## config.mk

```make
export PLATFORM = sky130hd
export DESIGN_NAME = id_ex_stage
export DESIGN_NICKNAME = d
export VERILOG_FILES = /design/src/rtl/id_ex_stage.sv
export SDC_FILE = /design/constraint.sdc
export NUM_CORES = 1
export LEC_CHECK = 0
export BUFFER_PORTS_ARGS = -buffer_cell sky130_fd_sc_hd__buf_2
export CORE_MARGIN = 5
export CORE_UTILIZATION = 40
export DETAILED_ROUTE_END_ITERATION = 8
export HOLD_SLACK_MARGIN = 0.15
export PLACE_DENSITY = 0.76
export REMOVE_ABC_BUFFERS = 1
export SETUP_SLACK_MARGIN = 0.05
export SYNTH_ARGS = -nofsm -noshare
export SYNTH_HDL_FRONTEND = slang
export SYNTH_SLANG_ARGS = --single-unit
```

## constraint.sdc

```tcl
create_clock -name clk_i -period 0.8 [get_ports clk_i]
set_clock_uncertainty 0.05 [all_clocks]
set_input_delay 0.04 -clock clk_i [delete_from_list [all_inputs] [get_ports clk_i]]
set_output_delay 0.04 -clock clk_i [all_outputs]
set_load 0.02 [all_outputs]
```

## src/rtl/id_ex_stage.sv

```systemverilog
// ID/EX pipeline register with load-use hazard detection and a saturating hazard-bubble counter.
// Optional feature macro: LOAD_USE_DETECT_EN (undefined: no detection, no counter flops).
module id_ex_stage #(
  parameter int XLEN  = 32,
  parameter int CNT_W = 16
) (
  input  logic            clk_i,
  input  logic            rst_n,
  input  logic            ID_valid_i,
  input  logic [4:0]      ID_Rs1_i,
  input  logic [4:0]      ID_Rs2_i,
  input  logic [4:0]      ID_Rd_i,
  input  logic [XLEN-1:0] ID_RS1data_i,
  input  logic [XLEN-1:0] ID_RS2data_i,
  input  logic [XLEN-1:0] ID_Imm_i,
  input  logic [XLEN-1:0] ID_PC_i,
  input  logic            ID_RegWrite_i,
  input  logic            ID_MemRead_i,
  input  logic            ID_MemWrite_i,
  input  logic            ID_MemtoReg_i,
  input  logic            ID_ALUSrc_i,
  input  logic            ID_Branch_i,
  input  logic [3:0]      ID_ALUOp_i,
  input  logic            flush_i,
  input  logic            stall_ext_i,
  output logic            ID_EX_valid_o,
  output logic [4:0]      ID_EX_Rs1_o,
  output logic [4:0]      ID_EX_Rs2_o,
  output logic [4:0]      ID_EX_Rd_o,
  output logic [XLEN-1:0] ID_EX_RS1data_o,
  output logic [XLEN-1:0] ID_EX_RS2data_o,
  output logic [XLEN-1:0] ID_EX_Imm_o,
  output logic [XLEN-1:0] ID_EX_PC_o,
  output logic            ID_EX_RegWrite_o,
  output logic            ID_EX_MemRead_o,
  output logic            ID_EX_MemWrite_o,
  output logic            ID_EX_MemtoReg_o,
  output logic            ID_EX_ALUSrc_o,
  output logic            ID_EX_Branch_o,
  output logic [3:0]      ID_EX_ALUOp_o,
  output logic            hazard_stall_o,
  output logic [CNT_W-1:0] bubble_cnt_o
);

  logic hazard;
  logic bubble;

`ifdef LOAD_USE_DETECT_EN
  assign hazard = ID_EX_valid_o & ID_EX_MemRead_o & (ID_EX_Rd_o != 5'd0) & ID_valid_i &
                  ((ID_EX_Rd_o == ID_Rs1_i) | (ID_EX_Rd_o == ID_Rs2_i));

  // Only load-use bubbles are counted; flush takes priority and is not a hazard bubble.
  always_ff @(posedge clk_i or negedge rst_n) begin
    if (!rst_n)
      bubble_cnt_o <= '0;
    else if (!stall_ext_i && !flush_i && hazard && (bubble_cnt_o != {CNT_W{1'b1}}))
      bubble_cnt_o <= bubble_cnt_o + 1'b1;
  end
`else
  assign hazard       = 1'b0;
  assign bubble_cnt_o = '0;
`endif

  assign hazard_stall_o = hazard & ~flush_i;
  assign bubble         = flush_i | hazard;

  // Bubbles zero valid, control and indices so forwarding never matches them;
  // data/PC/Imm deliberately hold to avoid needless toggling.
  always_ff @(posedge clk_i or negedge rst_n) begin
    if (!rst_n) begin
      ID_EX_valid_o    <= 1'b0;
      ID_EX_Rs1_o      <= '0;
      ID_EX_Rs2_o      <= '0;
      ID_EX_Rd_o       <= '0;
      ID_EX_RS1data_o  <= '0;
      ID_EX_RS2data_o  <= '0;
      ID_EX_Imm_o      <= '0;
      ID_EX_PC_o       <= '0;
      ID_EX_RegWrite_o <= 1'b0;
      ID_EX_MemRead_o  <= 1'b0;
      ID_EX_MemWrite_o <= 1'b0;
      ID_EX_MemtoReg_o <= 1'b0;
      ID_EX_ALUSrc_o   <= 1'b0;
      ID_EX_Branch_o   <= 1'b0;
      ID_EX_ALUOp_o    <= '0;
    end else if (!stall_ext_i) begin
      if (bubble) begin
        ID_EX_valid_o    <= 1'b0;
        ID_EX_Rs1_o      <= '0;
        ID_EX_Rs2_o      <= '0;
        ID_EX_Rd_o       <= '0;
        ID_EX_RegWrite_o <= 1'b0;
        ID_EX_MemRead_o  <= 1'b0;
        ID_EX_MemWrite_o <= 1'b0;
        ID_EX_MemtoReg_o <= 1'b0;
        ID_EX_ALUSrc_o   <= 1'b0;
        ID_EX_Branch_o   <= 1'b0;
        ID_EX_ALUOp_o    <= '0;
      end else begin
        ID_EX_valid_o    <= ID_valid_i;
        ID_EX_Rs1_o      <= ID_valid_i ? ID_Rs1_i : 5'd0;
        ID_EX_Rs2_o      <= ID_valid_i ? ID_Rs2_i : 5'd0;
        ID_EX_Rd_o       <= ID_valid_i ? ID_Rd_i  : 5'd0;
        ID_EX_RS1data_o  <= ID_RS1data_i;
        ID_EX_RS2data_o  <= ID_RS2data_i;
        ID_EX_Imm_o      <= ID_Imm_i;
        ID_EX_PC_o       <= ID_PC_i;
        ID_EX_RegWrite_o <= ID_valid_i & ID_RegWrite_i;
        ID_EX_MemRead_o  <= ID_valid_i & ID_MemRead_i;
        ID_EX_MemWrite_o <= ID_valid_i & ID_MemWrite_i;
        ID_EX_MemtoReg_o <= ID_valid_i & ID_MemtoReg_i;
        ID_EX_ALUSrc_o   <= ID_valid_i & ID_ALUSrc_i;
        ID_EX_Branch_o   <= ID_valid_i & ID_Branch_i;
        ID_EX_ALUOp_o    <= ID_valid_i ? ID_ALUOp_i : 4'd0;
      end
    end
  end

endmodule

```

### Word-level counts from Yosys, hierarchy flattened

Cells that the tools add are included.

| operators by class | value |
|---|---|
| multiplexer cells | 15 |
| bitwise gates (word level) | 8 |
| reduce and logical (&&, ||, !) cells | 1 |

Operators with widths:

| kind | number |
|---|---|
| $mux W5 | 6 |
| $mux W4 | 2 |
| $mux W1 | 7 |
| $and A1 B1 Y1 | 6 |
| $not A1 Y1 | 2 |
| $reduce_and A2 Y1 | 1 |

| storage, ports and cells | value |
|---|---|
| register bits after elaboration | 154 |
| bits of input ports | 158 |
| output and inout port bits | 171 |
| logic and storage cells | 39 |

### Logic depth before layout (Yosys ltp)

| logic depth | value |
|---|---|
| word-level depth | 2 |
| depth in mapped cells | 4 |
| depth with buffers taken out | 2 |

### Worst setup path before layout

OpenSTA, ideal clock, no wires.

| timing | value |
|---|---|
| path type | input to register |
| from | input port flush_i |
| to | register ID_EX_RS1data_o[0] |
| arrival time | 0.843 ns |
| data required time | 0.623 ns |
| path slack | -0.220 ns |
| stages on the path | 4 |
| path through | nor2_1 buf_2 buf_6 mux2_1 |

| between the ends | value |
|---|---|
| word-level cells in the longest chain between the ends | 2 |

RTL lines:

| item | RTL line | text |
|---|---|---|
| start, declared | 24 | `input logic flush_i,` |
| $not A1 Y1 (no line) | n/a |  |
| $reduce_and A2 Y1 (no line) | n/a |  |
| end signal, assigned | 104 | `ID_EX_RS1data_o <= ID_RS1data_i;` |
| end, declared | 30 | `output logic [XLEN-1:0] ID_EX_RS1data_o,` |

Every way passes these cells.
A chain may end at the register's enable or synchronous reset.

### Worst setup path in the final report

| timing | value |
|---|---|
| from | register ID_EX_PC_o[26] |
| to | output port ID_EX_PC_o[26] |

RTL lines:

| item | RTL line | text |
|---|---|---|
| start, declared | 33 | `output logic [XLEN-1:0] ID_EX_PC_o,` |
| start signal, assigned | 107 | `ID_EX_PC_o <= ID_PC_i;` |

No word-level cell between the ends.

==> flow_metrics.env <==
export IMPL_synth_async_reset_ratio_pct=100
export IMPL_synth_distinct_cells=12
export IMPL_synth_ff_type="dfrtp_1"
export IMPL_hold_buffers=154
export IMPL_dr_pass1_iters=4
export IMPL_dpl_hpwl_um=12000
export IMPL_numPortBuffers=311
export IMPL_syn_area_per_cell_um2=15.0
export IMPL_grt_overflow_total=0
export IMPL_root_buffer="clkbuf_16"
export IMPL_synth_top_cell_area_share_pct=64.2
export IMPL_areaGrowthSynthToFinish_pct=113
export IMPL_synth_largest_area_cell="dfrtp_1"
export IMPL_ys_top_cells_by_count="dfrtp_1 (154), mux2_1 (120), nand2_1 (26), nand2b_1 (26), o21ai_0 (26)"
export IMPL_critPathCaptureType="primary output"
export IMPL_yosysMostFrequentCell="dfrtp_1"
export IMPL_drtAntennaViolNets=0
export IMPL_p_per_area_nw_per_um2=2140
export IMPL_rows=44
export IMPL_ys_warn_count=0
export IMPL_path_max_fanout=2
export IMPL_synthTopCellsByArea="dfrtp_1 (64%), mux2_1 (23%), nand2b_1 (2.7%)"
export IMPL_grt_pass1_wl_um=38800
export IMPL_cp_data_arrival_time_ns=1.10
export IMPL_setup_viol=289
export IMPL_grt_max_degree=53
export IMPL_hp_class="input port to asynchronous set/reset pin"
export IMPL_die_w_um=132
export IMPL_ys_seq_area_share_pct=64.2
export IMPL_path_class="flop to primary output"
export IMPL_ios=329
export IMPL_postSynthCellCount=400
export IMPL_ys_ff_latch=154
export IMPL_status="finished with violations"
export IMPL_cts_tree="yes"
export IMPL_rsz0062_at_grt="yes"
export IMPL_max_cap_viol_count=0
export IMPL_rr_worst_depth=2
export IMPL_cts_max_path_buffers=2
export IMPL_fillers=568
export IMPL_die_height_um=132
export IMPL_cp_data_required_time_ns=0.71
export IMPL_drive_gt1_share_pct=61.7
export IMPL_vdd_drop_max_mv=1.75
export IMPL_slew_viol_final=0
export IMPL_start_util_pct=41.0
export IMPL_cts_num_sinks=154
export IMPL_holdWs_ns=0.0409
export IMPL_die_area_um2=17500
export IMPL_cts_buffers=17
export IMPL_fin_crit_sh_pct=148
export IMPL_power_leakage_nw=6.36
export IMPL_antenna_found_initial=2
export IMPL_layout_nets=1164
export IMPL_core_area_um2=14600
export IMPL_max_freq_mhz=842
export IMPL_vias=5996
export IMPL_violations="negative setup slack"
export IMPL_syn_area_um2=6000
export IMPL_grt_pass1_vias=6718
export IMPL_cts_clk_slew_worst_paths_ns=0.06
export IMPL_clk_latency_ns=0.41
export IMPL_hold_viol=0
export IMPL_track_usage_pct=28.8
export IMPL_fin_crit_ns=1.19
export IMPL_layout_setup_ws_ns=-0.388
export IMPL_fin_util_pct=87.4
export IMPL_synth_edf_count=0
export IMPL_finalPower_mw=27.3
export IMPL_htreeDepth=4
export IMPL_wirelength_um=29200
export IMPL_start_kind="flop"
export IMPL_drc=0
export IMPL_avgRoutedWirePerCell_um=24.2
export IMPL_vias_per_cell=4.98
export IMPL_place_gp_congestion=0.762
export IMPL_drt_iter0_drc=328
repair_timing:
item / CTS / global route
setup endpoints to repair: 282 / 303
setup buffers: 21 / 63
pin swaps: 1 / 1
endpoints found under the hold margin: 308 / 31
gates resized for setup: 476 / 99
cloned: 2 / 1
worst paths after layout:
check | startpoint | to | slack (ns)
worst max register to register | ID_EX_PC_o[31]$_DFFE_PN0P_ | ID_EX_PC_o[31]$_DFFE_PN0P_ | -0.26
max in group asynchronous | rst_n | ID_EX_Imm_o[7]$_DFFE_PN0P_ | 0.17
worst max-delay path | ID_EX_PC_o[26]$_DFFE_PN0P_ | ID_EX_PC_o[26] | -0.39
min in group clk_i | ID_valid_i | ID_EX_valid_o$_DFFE_PN0N_ | 0.11
worst min register to register | ID_EX_Imm_o[31]$_DFFE_PN0P_ | ID_EX_Imm_o[31]$_DFFE_PN0P_ | 0.49
worst min-delay path | rst_n | ID_EX_RS1data_o[5]$_DFFE_PN0P_ | 0.04
through the flow:
stage	TNS, ns	setup slack [ns]	instances	area, µm²
after floorplan	-700.27	-5.71	378	5750
after global placement	-48.66	-0.394	931	8100
after detailed placement	-52.96	-0.430	931	8100
after CTS	-49.02	-0.373	1138	12000
after global routing	-64.35	-0.412	1203	12800
final	-58.54	-0.388	1203	12800
power by group:
part | total, mW | internal [mW] | switching (mW)
clock network | 8.04 | 4.73 | 3.31
logic | 9.41 | 5.65 | 3.76
registers | 9.88 | 8.83 | 1.05
registers in the layout, indices dropped and copies added, names as in the netlist:
| name | cells |
|---|---|
| ID_EX_PC_o | 32 |
| ID_EX_ALUSrc_o | 1 |
| ID_EX_MemRead_o | 1 |
| ID_EX_Branch_o | 1 |
| ID_EX_Imm_o | 32 |
| ID_EX_Rs2_o | 5 |
| ID_EX_ALUOp_o | 4 |
| ID_EX_MemWrite_o | 1 |
| ID_EX_Rs1_o | 5 |
| ID_EX_RS2data_o | 32 |
| ID_EX_MemtoReg_o | 1 |
| ID_EX_valid_o | 1 |
| ID_EX_RegWrite_o | 1 |
| ID_EX_RS1data_o | 32 |
| ID_EX_Rd_o | 5 |
area by class of cell:
type / instances / area (µm²) / area share [%]
tap: 184 / 230 / 1.80
clock buffer: 23 / 468 / 3.66
sequential: 154 / 3850 / 30.1
multi-input combinational: 224 / 2440 / 19.0
timing repair buffer: 609 / 5710 / 44.6
clock inverter: 7 / 93.8 / 0.733
antenna: 2 / 5.00 / 0.0391
layer usage:
| layer | part of all wire (%) | GRT usage, % |
|---|---|---|
| met1 | 33 | 29.0 |
| met2 | 54 | 51.7 |
| met3 | 7.0 | 8.77 |
| met4 | 5.5 | 18.1 |
| met5 | 0 | 0 |
worst max-delay path, stage by stage, from the launching register on:
cell and delay [ns]:
dfrtp_1 0.42, buf_6 0.14, buf_6 0.12
logic make-up (layout without fill, tap and decap cells):
| family | Yosys count | count (layout) | share of synthesized area (%) |
|---|---|---|---|
| buf+inv | 38 | 639 | 5.09 |
| compound gates | 26 | 26 | 2.17 |
| simple gates | 53 | 53 | 4.40 |
| mux | 128 | 128 | 24.0 |
| other cells | 1 | 19 | 0.0625 |
| flops | 154 | 154 | 64.2 |
cell usage in the layout, fill, tap and decap left out, types with 2 or more instances in the layout:
master	Yosys	final
dfrtp_1	154	153
mux2_4	0	125
buf_12	0	9
clkinv_2	0	2
clkinvlp_4	0	2
clkbuf_8	0	2
conb_1	1	17
nand2_2	0	5
dlygate4sd3_1	0	154
buf_2	4	156
buf_6	12	254
diode_2	0	2
buf_16	0	3
clkbuf_16	0	18
o21ai_0	26	5
nand2_4	0	2
mux2_2	8	3
o21ai_1	0	12
nand2_1	26	19
buf_4	18	32
clkbuf_1	4	4
nand2b_1	26	26
o21ai_2	0	9
bufinv_16	0	2
No activity file was read; power rests on OpenSTA's default activity.
